--- src/rtl/secded_pkg.sv ---
// secded_pkg - shared types and elaboration-time helpers for the SECDED codec.
//   mode_e   : transaction direction (ENC = 0, DEC = 1)
//   calc_p   : number of Hamming parity bits P for a given data width
//   is_pow2  : true when a codeword position index is a power of two
package secded_pkg;

  typedef enum logic {ENC = 1'b0, DEC = 1'b1} mode_e;

  // Smallest p with 2^p >= dw + p + 1 (scan downwards so the last hit is the smallest).
  function automatic int calc_p(input int dw);
    int p;
    p = 1;
    for (int k = 30; k >= 1; k--) begin
      if ((1 << k) >= dw + k + 1) p = k;
    end
    return p;
  endfunction

  function automatic logic is_pow2(input int idx);
    return (idx > 0) && ((idx & (idx - 1)) == 0);
  endfunction

endpackage

--- src/rtl/secded_syndrome.sv ---
// secded_syndrome - combinational Hamming syndrome and overall parity.
//   word   in  N  codeword (or placed data with zeroed parity slots)
//   syn    out P  XOR of the indices of all set bits in positions 1..N-1
//   parity out 1  XOR of all N bits
module secded_syndrome #(
  parameter int N = 16,
  parameter int P = 4
) (
  input  logic [N-1:0] word,
  output logic [P-1:0] syn,
  output logic         parity
);

  always_comb begin
    syn = '0;
    for (int i = 1; i < N; i++) begin
      if (word[i]) syn = syn ^ P'(i);
    end
  end

  assign parity = ^word;

endmodule

--- src/rtl/secded_codec.sv ---
// secded_codec - two-stage pipelined SECDED encoder/decoder with valid/ready.
//   Clk, Reset_n        clock, synchronous active-low reset
//   InValid/InReady     input handshake; InMode 0=encode 1=decode; InData N bits
//   OutValid/OutReady   output handshake; OutMode, OutData, OutSingle,
//                       OutDouble, OutSyndrome describe the presented result
//   CntClr, CntSingle, CntDouble  saturating decode error counters
// Build option: define SECDED_CNT_EN to build the error counters; otherwise
// the counter outputs are tied to 0 and CntClr is ignored.
module secded_codec
  import secded_pkg::*;
#(
  parameter  int DW    = 11,
  parameter  int CNT_W = 8,
  localparam int P     = calc_p(DW),
  localparam int N     = DW + P + 1
) (
  input  logic             Clk,
  input  logic             Reset_n,
  input  logic             InValid,
  output logic             InReady,
  input  logic             InMode,
  input  logic [N-1:0]     InData,
  output logic             OutValid,
  input  logic             OutReady,
  output logic             OutMode,
  output logic [N-1:0]     OutData,
  output logic             OutSingle,
  output logic             OutDouble,
  output logic [P-1:0]     OutSyndrome,
  input  logic             CntClr,
  output logic [CNT_W-1:0] CntSingle,
  output logic [CNT_W-1:0] CntDouble
);

  localparam int NPOS = 1 << P;
  // Bit s set when syndrome s names a real codeword position.
  localparam logic [NPOS-1:0] IN_RANGE = {NPOS{1'b1}} >> (NPOS - N);

  function automatic logic [N-1:0] place(input logic [DW-1:0] d);
    logic [N-1:0] w;
    int j;
    w = '0;
    j = 0;
    for (int i = 3; i < N; i++) begin
      if (!is_pow2(i)) begin
        w[i] = d[j];
        j++;
      end
    end
    return w;
  endfunction

  function automatic logic [DW-1:0] extract(input logic [N-1:0] w);
    logic [DW-1:0] d;
    int j;
    d = '0;
    j = 0;
    for (int i = 3; i < N; i++) begin
      if (!is_pow2(i)) begin
        d[j] = w[i];
        j++;
      end
    end
    return d;
  endfunction

  logic         adv;
  mode_e        in_mode;
  logic [N-1:0] in_word;
  logic [P-1:0] in_syn;
  logic         in_par;

  logic         s1_valid;
  mode_e        s1_mode;
  logic [N-1:0] s1_word;
  logic [P-1:0] s1_syn;
  logic         s1_par;

  logic         out_valid;
  mode_e        out_mode;
  logic [N-1:0] out_data;
  logic         out_single;
  logic         out_double;
  logic [P-1:0] out_syn;

  logic [N-1:0] cw;
  logic [N-1:0] fixed;
  logic         s_oob;
  logic         nxt_single;
  logic         nxt_double;
  logic [N-1:0] nxt_data;
  logic [P-1:0] nxt_syn;

  assign adv     = ~out_valid | OutReady;
  assign InReady = adv;

  // Encode runs the placed data (parity slots still 0) through the same
  // syndrome unit; the resulting syndrome bits are exactly the parity bits.
  assign in_mode = mode_e'(InMode);
  assign in_word = (in_mode == DEC) ? InData : place(InData[DW-1:0]);

  secded_syndrome #(.N(N), .P(P)) u_syndrome (
    .word   (in_word),
    .syn    (in_syn),
    .parity (in_par)
  );

  always_comb begin
    cw = s1_word;
    for (int k = 0; k < P; k++) cw[1 << k] = s1_syn[k];
    cw[0] = ^cw[N-1:1];

    s_oob      = ~IN_RANGE[s1_syn];
    nxt_single = s1_par & ~s_oob;
    nxt_double = (~s1_par & (s1_syn != '0)) | (s1_par & s_oob);

    fixed = s1_word;
    for (int i = 0; i < N; i++) begin
      if (nxt_single && (s1_syn == P'(i))) fixed[i] = ~fixed[i];
    end

    nxt_data = '0;
    nxt_syn  = '0;
    if (s1_mode == ENC) begin
      nxt_data   = cw;
      nxt_single = 1'b0;
      nxt_double = 1'b0;
    end else begin
      nxt_data[DW-1:0] = extract(fixed);
      nxt_syn          = s1_syn;
    end
  end

  always_ff @(posedge Clk) begin
    if (!Reset_n) begin
      s1_valid   <= 1'b0;
      s1_mode    <= ENC;
      s1_word    <= '0;
      s1_syn     <= '0;
      s1_par     <= 1'b0;
      out_valid  <= 1'b0;
      out_mode   <= ENC;
      out_data   <= '0;
      out_single <= 1'b0;
      out_double <= 1'b0;
      out_syn    <= '0;
    end else if (adv) begin
      s1_valid   <= InValid;
      s1_mode    <= in_mode;
      s1_word    <= in_word;
      s1_syn     <= in_syn;
      s1_par     <= in_par;
      out_valid  <= s1_valid;
      out_mode   <= s1_mode;
      out_data   <= nxt_data;
      out_single <= nxt_single;
      out_double <= nxt_double;
      out_syn    <= nxt_syn;
    end
  end

  assign OutValid    = out_valid;
  assign OutMode     = out_mode;
  assign OutData     = out_data;
  assign OutSingle   = out_single;
  assign OutDouble   = out_double;
  assign OutSyndrome = out_syn;

`ifdef SECDED_CNT_EN
  logic             hs_dec;
  logic [CNT_W-1:0] cnt_single;
  logic [CNT_W-1:0] cnt_double;

  assign hs_dec = out_valid & OutReady & (out_mode == DEC);

  always_ff @(posedge Clk) begin
    if (!Reset_n || CntClr) begin
      cnt_single <= '0;
      cnt_double <= '0;
    end else begin
      if (hs_dec && out_single && (cnt_single != '1)) cnt_single <= cnt_single + CNT_W'(1);
      if (hs_dec && out_double && (cnt_double != '1)) cnt_double <= cnt_double + CNT_W'(1);
    end
  end

  assign CntSingle = cnt_single;
  assign CntDouble = cnt_double;
`else
  logic cnt_clr_unused;
  assign cnt_clr_unused = CntClr;
  assign CntSingle      = '0;
  assign CntDouble      = '0;
`endif

endmodule

--- config.mk ---
export PLATFORM = sky130hd
export DESIGN_NAME = secded_codec
export DESIGN_NICKNAME = d
export VERILOG_FILES = /design/src/rtl/secded_pkg.sv /design/src/rtl/secded_syndrome.sv /design/src/rtl/secded_codec.sv
export SDC_FILE = /design/constraint.sdc
export NUM_CORES = 1
export LEC_CHECK = 0
export CELL_PAD_IN_SITES_DETAIL_PLACEMENT = 0
export CELL_PAD_IN_SITES_GLOBAL_PLACEMENT = 1
export CORE_MARGIN = 2
export CORE_UTILIZATION = 51
export DETAILED_ROUTE_END_ITERATION = 7
export DONT_BUFFER_PORTS = 1
export PLACE_DENSITY = 0.82
export REMOVE_ABC_BUFFERS = 1
export SYNTH_ARGS = -nofsm -noshare
export SYNTH_HDL_FRONTEND = slang
export SYNTH_SLANG_ARGS = --single-unit
--- constraint.sdc ---
create_clock -name Clk -period 4.5 [get_ports Clk]
set_clock_uncertainty 0.15 [all_clocks]
set_input_delay 0.675 -clock Clk [delete_from_list [all_inputs] [get_ports Clk]]
set_output_delay 0.675 -clock Clk [all_outputs]
set_load 0.01 [all_outputs]
==> impl_metrics.env, run 1 <==
export IMPL_status="finished, final reports clean"
export IMPL_numCtsBuffers=5
export IMPL_port_buffer_count=0
export IMPL_dp_hpwl_um=3820
export IMPL_die_y_um=78.1
export IMPL_cts_tree="done"
export IMPL_synth_ff_type="dfxtp_1"
export IMPL_antenna_found_initial=0
export IMPL_place_inst=361
export IMPL_drc_errors=0
export IMPL_cts_setup_buffers=0
export IMPL_setup_tns_ns=0
export IMPL_clock_root_buffer="clkbuf_8"
export IMPL_grtUsageTotal=0.176
export IMPL_num_nets_final=324
export IMPL_grt_pass1_vias=1824
export IMPL_antenna_left=0
export IMPL_multi_input_area_mm2=0.00176
export IMPL_stdcell_count=369
export IMPL_fill_cells=517
export IMPL_irDropWorstVdd_uv=197
export IMPL_viasPerCell=5.35
export IMPL_netlist_instances=318
export IMPL_hold_path_class="reg -> reg"
export IMPL_worstPathArrival_ns=1.68
export IMPL_regToRegStartpoint="OutValid"
export IMPL_ctsResizeCount=0
export IMPL_cellPowerDensity_mw_per_mm2=359
export IMPL_synth_cell_type_count=38
export IMPL_holdWs_ns=0.317
export IMPL_final_cell_mix="nand2_1 (55), dfxtp_1 (42), xnor2_1 (25), a21boi_0 (21), xor2_1 (18)"
export IMPL_vias=1973
export IMPL_hold_start="s1_valid"
export IMPL_clk_latency_ns=0.29
export IMPL_grt_remaining_overflow=0
export IMPL_postRouteWirelength_um=5300
export IMPL_worstPathRequired_ns=3.67
export IMPL_finalSetupViolCount=0
export IMPL_fp_dieArea_mm2=0.00610
export IMPL_layout_drive_gt1_share=0.0569
export IMPL_gp_congestion=0.857
export IMPL_grt_max_degree=43
export IMPL_drtIter0Drc=98
export IMPL_first_pass_iters=4
export IMPL_rsz0062_at_grt="no"
export IMPL_regArea_um2=841
export IMPL_post_route_min_period_ns=2.50
export IMPL_layout_commonest_cell="nand2_1"
export IMPL_final_hold_violation_count=0
export IMPL_min_period_over_period=0.556
export IMPL_synth_edff_count=0
export IMPL_synth_seq_cells=42
export IMPL_ios=63
export IMPL_initial_core_util=0.538
export IMPL_critPathLaunch="OutValid"
export IMPL_netlist_area_mm2=0.00280
export IMPL_critPathKind="reg -> out"
export IMPL_cp_max_fo=34
export IMPL_yosys_warnings=0
export IMPL_clk_pin_slew_ns=0.07
export IMPL_start_kind="register"
export IMPL_clock_sinks=42
export IMPL_fmax_mhz=400
export IMPL_fp_dieW_um=78.1
export IMPL_cts_path_max_buffers=2
export IMPL_wire_per_inst_um=14.4
export IMPL_hold_buffers=0
export IMPL_syn_area_per_cell_um2=8.81
export IMPL_core_area_mm2=0.00520
export IMPL_syn_to_final_growth_pct=0.447
export IMPL_grt_pass1_wl_um=8660
export IMPL_seq_area_frac_synth=0.300
export IMPL_slew_viol_final=0
export IMPL_slew_headroom=0.311
export IMPL_synth_async_reset_ratio=0
export IMPL_h_tree_depth=2
export IMPL_worst_slew_pin_slew_ns=1.03
export IMPL_p_leak_uw=0.00124
export IMPL_rows=26
export IMPL_maxCapViolCount=0
export IMPL_cp_end_kind="primary output"
export IMPL_diodes=0
## worst paths after layout
path / end / slack [ns] / cells after the start
setup / recovery: InReady / 2.00 / 3
hold / removal: s1_valid / 0.32 / 2
setup reg to reg: s1_syn[3] / 2.18 / 5
hold reg to reg: s1_valid / 0.32 / 2
## cell usage after synthesis (2+ instances only)
cell	n	area (um^2)
nand4_1	2	12.5
nand3b_1	5	37.5
nor2_1	13	48.8
buf_4	19	143
mux2i_1	16	160
a211o_1	5	43.8
nand2_1	55	206
dfxtp_1	42	841
xnor2_1	25	219
xnor3_1	6	135
a21oi_1	7	35.0
nor2b_1	5	31.3
nand3_1	8	40.0
ha_1	4	50.1
o211a_1	15	150
a211oi_1	3	22.5
inv_1	3	11.3
buf_2	3	15.0
o21ai_0	5	25.0
xor2_1	18	158
clkbuf_1	22	82.6
a21boi_0	21	158
## per-layer routing
layer,share of wire,track usage,vias up
met4,0.0040,0.0368,0
met5,0,0,-
li1,-,-,999
met2,0.48,0.293,46
met3,0.048,0.0402,2
met1,0.47,0.234,926
## cells by family (layout without fill, tap and decap cells)
kind of cell | Yosys count | after routing | share of synthesized area
buf+inv | 49 | 15 | 0.0925
xor+xnor | 52 | 52 | 0.206
compound gates | 61 | 61 | 0.172
simple gates | 93 | 93 | 0.153
mux | 16 | 16 | 0.0572
fa+ha+maj | 4 | 4 | 0.0179
flops | 42 | 42 | 0.300
other cells | 1 | 16 | 0.00134
## critical path, cell delays in order, from the launching register on
cell and delay (ns):
dfxtp_1 0.37, nor2b_2 0.15, buf_4 0.33, clkinv_1 0.53
## power breakdown
part	internal [uW]	switching (uW)
sequential	412	67.4
combinational	158	126
clock	124	123
total	694	317
## metrics by stage
step	instance area [um^2]	total power (uW)	util	setup WS (ns)
after floorplan	2620	716	-	0.577
after global placement	2720	767	0.523	1.90
after detailed placement	2720	772	0.523	1.90
after CTS	2810	1020	0.540	1.96
after global routing	2810	1080	0.540	1.82
final	2810	1010	0.540	2.00
## sequential cells by signal (all words and copies together), names as in the netlist, 4 cells and up
| signal | flops |
|---|---|
| s1_word | 11 |
| OutSyndrome | 4 |
| s1_syn | 4 |
| OutData | 16 |
## area by class of cell
| class | count | share of cell area |
|---|---|---|
| Timing Repair Buffer | 2 | 0.00534 |
| Multi-Input combinational cell | 242 | 0.625 |
| Clock buffer | 7 | 0.0307 |
| Clock inverter | 1 | 0.00178 |
| Inverter | 5 | 0.00667 |
| Tap cell | 70 | 0.0311 |
| Sequential cell | 42 | 0.299 |
Power figures use the tool's default switching activity.
==> run 2: changes to the inputs <==
--- a/config.mk
+++ b/config.mk
@@ -8,10 +8,10 @@
 export CELL_PAD_IN_SITES_DETAIL_PLACEMENT = 0
 export CELL_PAD_IN_SITES_GLOBAL_PLACEMENT = 1
 export CORE_MARGIN = 2
-export CORE_UTILIZATION = 51
+export CORE_UTILIZATION = 47
 export DETAILED_ROUTE_END_ITERATION = 7
 export DONT_BUFFER_PORTS = 1
-export PLACE_DENSITY = 0.82
+export PLACE_DENSITY = 0.76
 export REMOVE_ABC_BUFFERS = 1
 export SYNTH_ARGS = -nofsm -noshare
 export SYNTH_HDL_FRONTEND = slang
==> constraint.sdc (replaced) <==
create_clock -name Clk -period 2.6 [get_ports Clk]
set_clock_uncertainty 0.15 [all_clocks]
set_input_delay 0.39 -clock Clk [delete_from_list [all_inputs] [get_ports Clk]]
set_output_delay 0.39 -clock Clk [all_outputs]
set_load 0.01 [all_outputs]
==> run 2 against run 1 <==
  * Critical endpoint is now OutData[0]
  * Largest cell class unchanged
  * Global-route usage grew 0.26 points
  * Routed wire length grew 3.2%
  * Design area grew 2.6%
  * Utilization shrank 4.7 points
  * Via count shrank 0.96%
  * Clock-buffer cell count shrank 1
  * Total power grew 94%
  * Register-to-register slack lost 1.6 ns
==> impl_metrics.env, run 2 (synthesis results as in run 1) <==
export IMPL_min_period_over_period=0.784
export IMPL_first_pass_iters=4
export IMPL_syn_to_final_growth_pct=3.04
export IMPL_layout_drive_gt1_share=0.0664
export IMPL_fp_dieW_um=81.2
export IMPL_final_area_mm2=0.00289
export IMPL_grt_remaining_overflow=0
export IMPL_diodes=0
export IMPL_hold_start="Reset_n"
export IMPL_wire_per_inst_um=14.5
export IMPL_viasPerCell=5.20
export IMPL_worstPathRequired_ns=2.67
export IMPL_antenna_left=0
export IMPL_critPathLaunch="s1_syn[0]"
export IMPL_critPathKind="reg -> reg"
export IMPL_vias=1954
export IMPL_place_area_mm2=0.00274
export IMPL_rsz0062_at_grt="no"
export IMPL_h_tree_depth=2
export IMPL_crit_end="OutData[0]"
export IMPL_rows=28
export IMPL_port_buffer_count=0
export IMPL_clk_pin_slew_ns=0.08
export IMPL_worstPathArrival_ns=2.11
export IMPL_clock_sinks=42
export IMPL_fp_dieArea_mm2=0.00659
export IMPL_p_leak_uw=0.00127
export IMPL_gp_congestion=0.822
export IMPL_largest_register_ffs=16
export IMPL_ios=63
export IMPL_grt_max_degree=52
export IMPL_layout_commonest_cell="nand2_1"
export IMPL_clock_root_buffer="clkbuf_8"
export IMPL_drc_errors=0
export IMPL_cts_tree="done"
export IMPL_cts_setup_buffers=0
export IMPL_place_ws_ns=0.524
export IMPL_cp_end_kind="register"
export IMPL_hold_buffers=0
export IMPL_antenna_found_initial=0
export IMPL_cp_max_fo=6
export IMPL_grt_pass1_vias=1806
export IMPL_start_kind="register"
export IMPL_worst_slew_pin_slew_ns=0.798
export IMPL_final_cell_mix="nand2_1 (55), dfxtp_1 (42), xnor2_1 (25), a21boi_0 (21), xor2_1 (18)"
export IMPL_final_hold_violation_count=0
export IMPL_dp_hpwl_um=3780
export IMPL_status="finished, final reports clean"
export IMPL_fin_ws_ns=0.561
export IMPL_postRouteWirelength_um=5470
export IMPL_maxCapViolCount=0
export IMPL_rrSetupSlack_ns=0.56
export IMPL_regToRegStartpoint="s1_syn[0]"
export IMPL_core_area_mm2=0.00585
export IMPL_fmax_mhz=490
export IMPL_grt_pass1_wl_um=9020
export IMPL_clk_latency_ns=0.30
export IMPL_slew_headroom=0.467
export IMPL_numCtsBuffers=5
export IMPL_ctsResizeCount=0
export IMPL_finalSetupViolCount=0
export IMPL_drtIter0Drc=59
export IMPL_cts_path_max_buffers=2
export IMPL_die_y_um=81.2
export IMPL_cellPowerDensity_mw_per_mm2=681
export IMPL_rr_endpoint="OutData[0]"
export IMPL_hold_path_class="in -> reg"
export IMPL_grtUsageTotal=0.179
export IMPL_initial_core_util=0.479
export IMPL_num_nets_final=326
export IMPL_slew_viol_final=0
export IMPL_fill_cells=586
export IMPL_post_route_min_period_ns=2.04
export IMPL_irDropWorstVdd_uv=460
export IMPL_rr_worst_depth=8
## run 2: report_power, final
| part | switching, uW | internal (uW) | leakage, uW |
|---|---|---|---|
| sequential | 116 | 712 | 0.000347 |
| combinational | 217 | 276 | 0.000854 |
| clock | 234 | 410 | 0.0000714 |
## run 2: layer usage
layer,GRT usage,share of wire
met5,0,0
met1,0.240,0.48
met4,0.0559,0.018
met3,0.0533,0.045
met2,0.274,0.46
## run 2: metrics by stage
stage                util  hold WS [ns]  instances  setup TNS (ns)  total power (uW)
floorplan               -         0.291        289          -32.67              1240
global placement    0.469         0.299        368               0              1340
detailed placement  0.469         0.300        368               0              1340
CTS                 0.493        0.0495        376               0              1990
global route        0.493        0.0424        376               0              2080
finish              0.493        0.0581        376               0              1960
## run 2: critical path, cell delays in order (launching register included)
cell and delay [ns]:
dfxtp_1 0.47, inv_1 0.10, ha_1 0.31, xor2_1 0.15
xnor2_1 0.19, xnor2_1 0.16, xnor2_1 0.14, o211ai_1 0.09
a21boi_0 0.20
## run 2: final cells by class
class / count / area [um^2] / share of cell area
Clock buffer: 6 / 82.6 / 0.0286
Clock inverter: 2 / 60.1 / 0.0208
Inverter: 5 / 18.8 / 0.00650
Multi-Input combinational cell: 242 / 1760 / 0.610
Sequential cell: 42 / 841 / 0.291
Tap cell: 75 / 93.8 / 0.0325
Timing Repair Buffer: 4 / 30.0 / 0.0104
## run 2: worst min-delay path by stage
stage,cells past startpoint,to,slack [ns]
finish,1,OutValid,0.06
global route,1,s1_word[15],0.04
CTS,1,OutValid,0.05
detailed placement,1,OutValid,0.30
global placement,2,s1_valid,0.30
floorplan,1,OutValid,0.29
==> run 3: changes to the inputs <==
--- a/config.mk
+++ b/config.mk
@@ -8,10 +8,10 @@
 export CELL_PAD_IN_SITES_DETAIL_PLACEMENT = 0
 export CELL_PAD_IN_SITES_GLOBAL_PLACEMENT = 1
 export CORE_MARGIN = 2
-export CORE_UTILIZATION = 47
+export CORE_UTILIZATION = 43
 export DETAILED_ROUTE_END_ITERATION = 7
 export DONT_BUFFER_PORTS = 1
-export PLACE_DENSITY = 0.76
+export PLACE_DENSITY = 0.73
 export REMOVE_ABC_BUFFERS = 1
 export SYNTH_ARGS = -nofsm -noshare
 export SYNTH_HDL_FRONTEND = slang
==> constraint.sdc (replaced) <==
create_clock -name Clk -period 1.7 [get_ports Clk]
set_clock_uncertainty 0.15 [all_clocks]
set_input_delay 0.255 -clock Clk [delete_from_list [all_inputs] [get_ports Clk]]
set_output_delay 0.255 -clock Clk [all_outputs]
set_load 0.01 [all_outputs]
==> run 3 against run 2 <==
  * Sequential cell count stayed put
  * Clock power shrank 0.9%
  * Sequential power is 47% higher
  * Die area grew 8.8%
  * Non-clock buffer count is 25 higher
  * The flow now finishes with violations (negative setup slack)
  * Via count up 8.4%
  * Routed wire length rose by 12%
  * Critical path type unchanged
  * Sequential share of layout area is 1.9 points lower
==> impl_metrics.env, run 3 (synthesis results as in run 1) <==
export IMPL_rows=29
export IMPL_cp_max_fo=2
export IMPL_maxCapViolCount=0
export IMPL_status="complete, but fails checks"
export IMPL_h_tree_depth=2
export IMPL_syn_to_final_growth_pct=10.8
export IMPL_final_hold_violation_count=0
export IMPL_initial_core_util=0.444
export IMPL_grt_remaining_overflow=0
export IMPL_port_buffer_count=0
export IMPL_crit_slowest_cell="dfxtp_2"
export IMPL_grt_pass1_vias=1975
export IMPL_post_route_min_period_ns=1.73
export IMPL_min_to="s1_word[6]"
export IMPL_hold_start="InData[2]"
export IMPL_gp_congestion=0.868
export IMPL_dp_hpwl_um=4280
export IMPL_rr_worst_depth=8
export IMPL_core_area_mm2=0.00631
export IMPL_stdcell_count=403
export IMPL_worstPathArrival_ns=1.76
export IMPL_grt_max_degree=52
export IMPL_antenna_left=0
export IMPL_viasPerCell=5.26
export IMPL_regToRegStartpoint="s1_syn[1]"
export IMPL_place_inst=392
export IMPL_first_pass_iters=6
export IMPL_clock_root_buffer="clkbuf_8"
export IMPL_cellPowerDensity_mw_per_mm2=928
export IMPL_final_cell_mix="nand2_1 (55), dfxtp_1 (38), xnor2_1 (25), buf_4 (24), a21boi_0 (20)"
export IMPL_multi_input_area_mm2=0.00179
export IMPL_min_period_over_period=1.02
export IMPL_final_area_mm2=0.00310
export IMPL_die_y_um=84.7
export IMPL_worstPathRequired_ns=1.73
export IMPL_antenna_found_initial=0
export IMPL_fp_dieArea_mm2=0.00717
export IMPL_grtUsageTotal=0.171
export IMPL_rrSetupSlack_ns=-0.03
export IMPL_wire_per_inst_um=15.2
export IMPL_diodes=0
export IMPL_rr_endpoint="OutData[0]"
export IMPL_layout_drive_gt1_share=0.166
export IMPL_rsz0062_at_grt="yes"
export IMPL_fp_dieW_um=84.7
export IMPL_largest_register_ffs=16
export IMPL_cp_end_kind="register"
export IMPL_numCtsBuffers=5
export IMPL_hold_path_class="in -> reg"
export IMPL_cts_path_max_buffers=2
export IMPL_slew_viol_final=0
export IMPL_postRouteWirelength_um=6110
export IMPL_fin_ws_ns=-0.0264
export IMPL_final_util=0.491
export IMPL_layout_commonest_cell="nand2_1"
export IMPL_crit_buf_inv=1
export IMPL_clk_pin_slew_ns=0.08
export IMPL_cts_setup_buffers=0
export IMPL_irDropWorstVdd_uv=485
export IMPL_place_area_mm2=0.00294
export IMPL_critPathKind="reg -> reg"
export IMPL_drtIter0Drc=156
export IMPL_finalSetupViolCount=1
export IMPL_num_nets_final=351
export IMPL_start_kind="register"
export IMPL_slowest_delay_ns=0.34
export IMPL_violations="negative setup slack"
export IMPL_fmax_mhz=579
export IMPL_ios=63
export IMPL_cts_tree="done"
export IMPL_clock_sinks=42
export IMPL_regArea_um2=846
export IMPL_cp_cell_sequence="inv_2, ha_4, xor2_1, xnor2_1, xnor2_1, xnor2_1, o211ai_1, a21boi_1"
export IMPL_vias=2118
export IMPL_fill_cells=618
export IMPL_grt_pass1_wl_um=9890
export IMPL_cpMostUsedCell="xnor2_1"
export IMPL_clk_latency_ns=0.30
export IMPL_drc_errors=0
export IMPL_p_leak_uw=0.00138
export IMPL_crit_family="XOR/XNOR gates"
export IMPL_holdPathStages=3
## run 3: cell types whose count changed in the layout (fill, tap and decap cells not counted), sizes merged
cell / previous run / this run
bufinv: 2 / 0
clkinvlp: 0 / 1
clkbuf: 6 / 5
dlygate4sd3: 0 / 2
clkinv: 1 / 3
buf: 4 / 27
## run 3: report_power, final
| part | switching (uW) | internal [uW] | total [uW] | leakage, uW |
|---|---|---|---|---|
| combinational | 462 | 560 | 1020 | 0.000991 |
| clock | 348 | 288 | 637 | 0.0000441 |
| sequential | 125 | 1100 | 1220 | 0.000348 |
| total | 935 | 1940 | 2880 | 0.00138 |
## run 3: metrics by stage
stage               worst slack, ns  setup TNS (ns)  hold WS, ns  power [uW]
detailed placement           -0.188          -0.432        0.235        2190
floorplan                     -1.92          -66.19        0.223        1900
finish                      -0.0264         -0.0264       0.0723        2880
global route                 -0.137          -0.150       0.0802        3060
global placement             -0.195          -0.370        0.231        2170
CTS                         -0.0360         -0.0360       0.0675        2880
## run 3: worst min-delay path: stages
cell	delay, ns
mux2i_1	0.04
nand2_1	0.06
o211a_1	0.13
## run 3: area by class of cell
cell class                      instances  area share
Inverter                                5     0.00605
Tap cell                               77      0.0310
Sequential cell                        42       0.273
Clock inverter                          3     0.00685
Timing Repair Buffer                   29      0.0839
Multi-Input combinational cell        242       0.577
Clock buffer                            5      0.0222
## run 3: worst max path at each step
stage / start / to / slack (ns) / cells after the start
floorplan: OutValid / OutData[8] / -1.92 / 3
global placement: InData[10] / s1_par / -0.20 / 6
detailed placement: InData[10] / s1_par / -0.19 / 6
CTS: s1_syn[1] / OutData[0] / -0.04 / 8
global route: s1_syn[1] / OutData[0] / -0.14 / 8
finish: s1_syn[1] / OutData[0] / -0.03 / 8
## run 3: layer usage
layer | track usage | vias to the layer above | wire [um]
met4 | 0.0563 | 0 | 123
li1 | - | 1055 | -
met2 | 0.286 | 48 | 2970
met5 | 0 | - | 0
met1 | 0.223 | 1004 | 2790
met3 | 0.0315 | 11 | 226
## run 3: what timing repair did
item,4_1_cts,5_1_grt
hold buffers,3,0
gates resized for setup,6,7
hold endpoints to repair,42,0
setup endpoints to repair,1,7
pin swaps,7,2
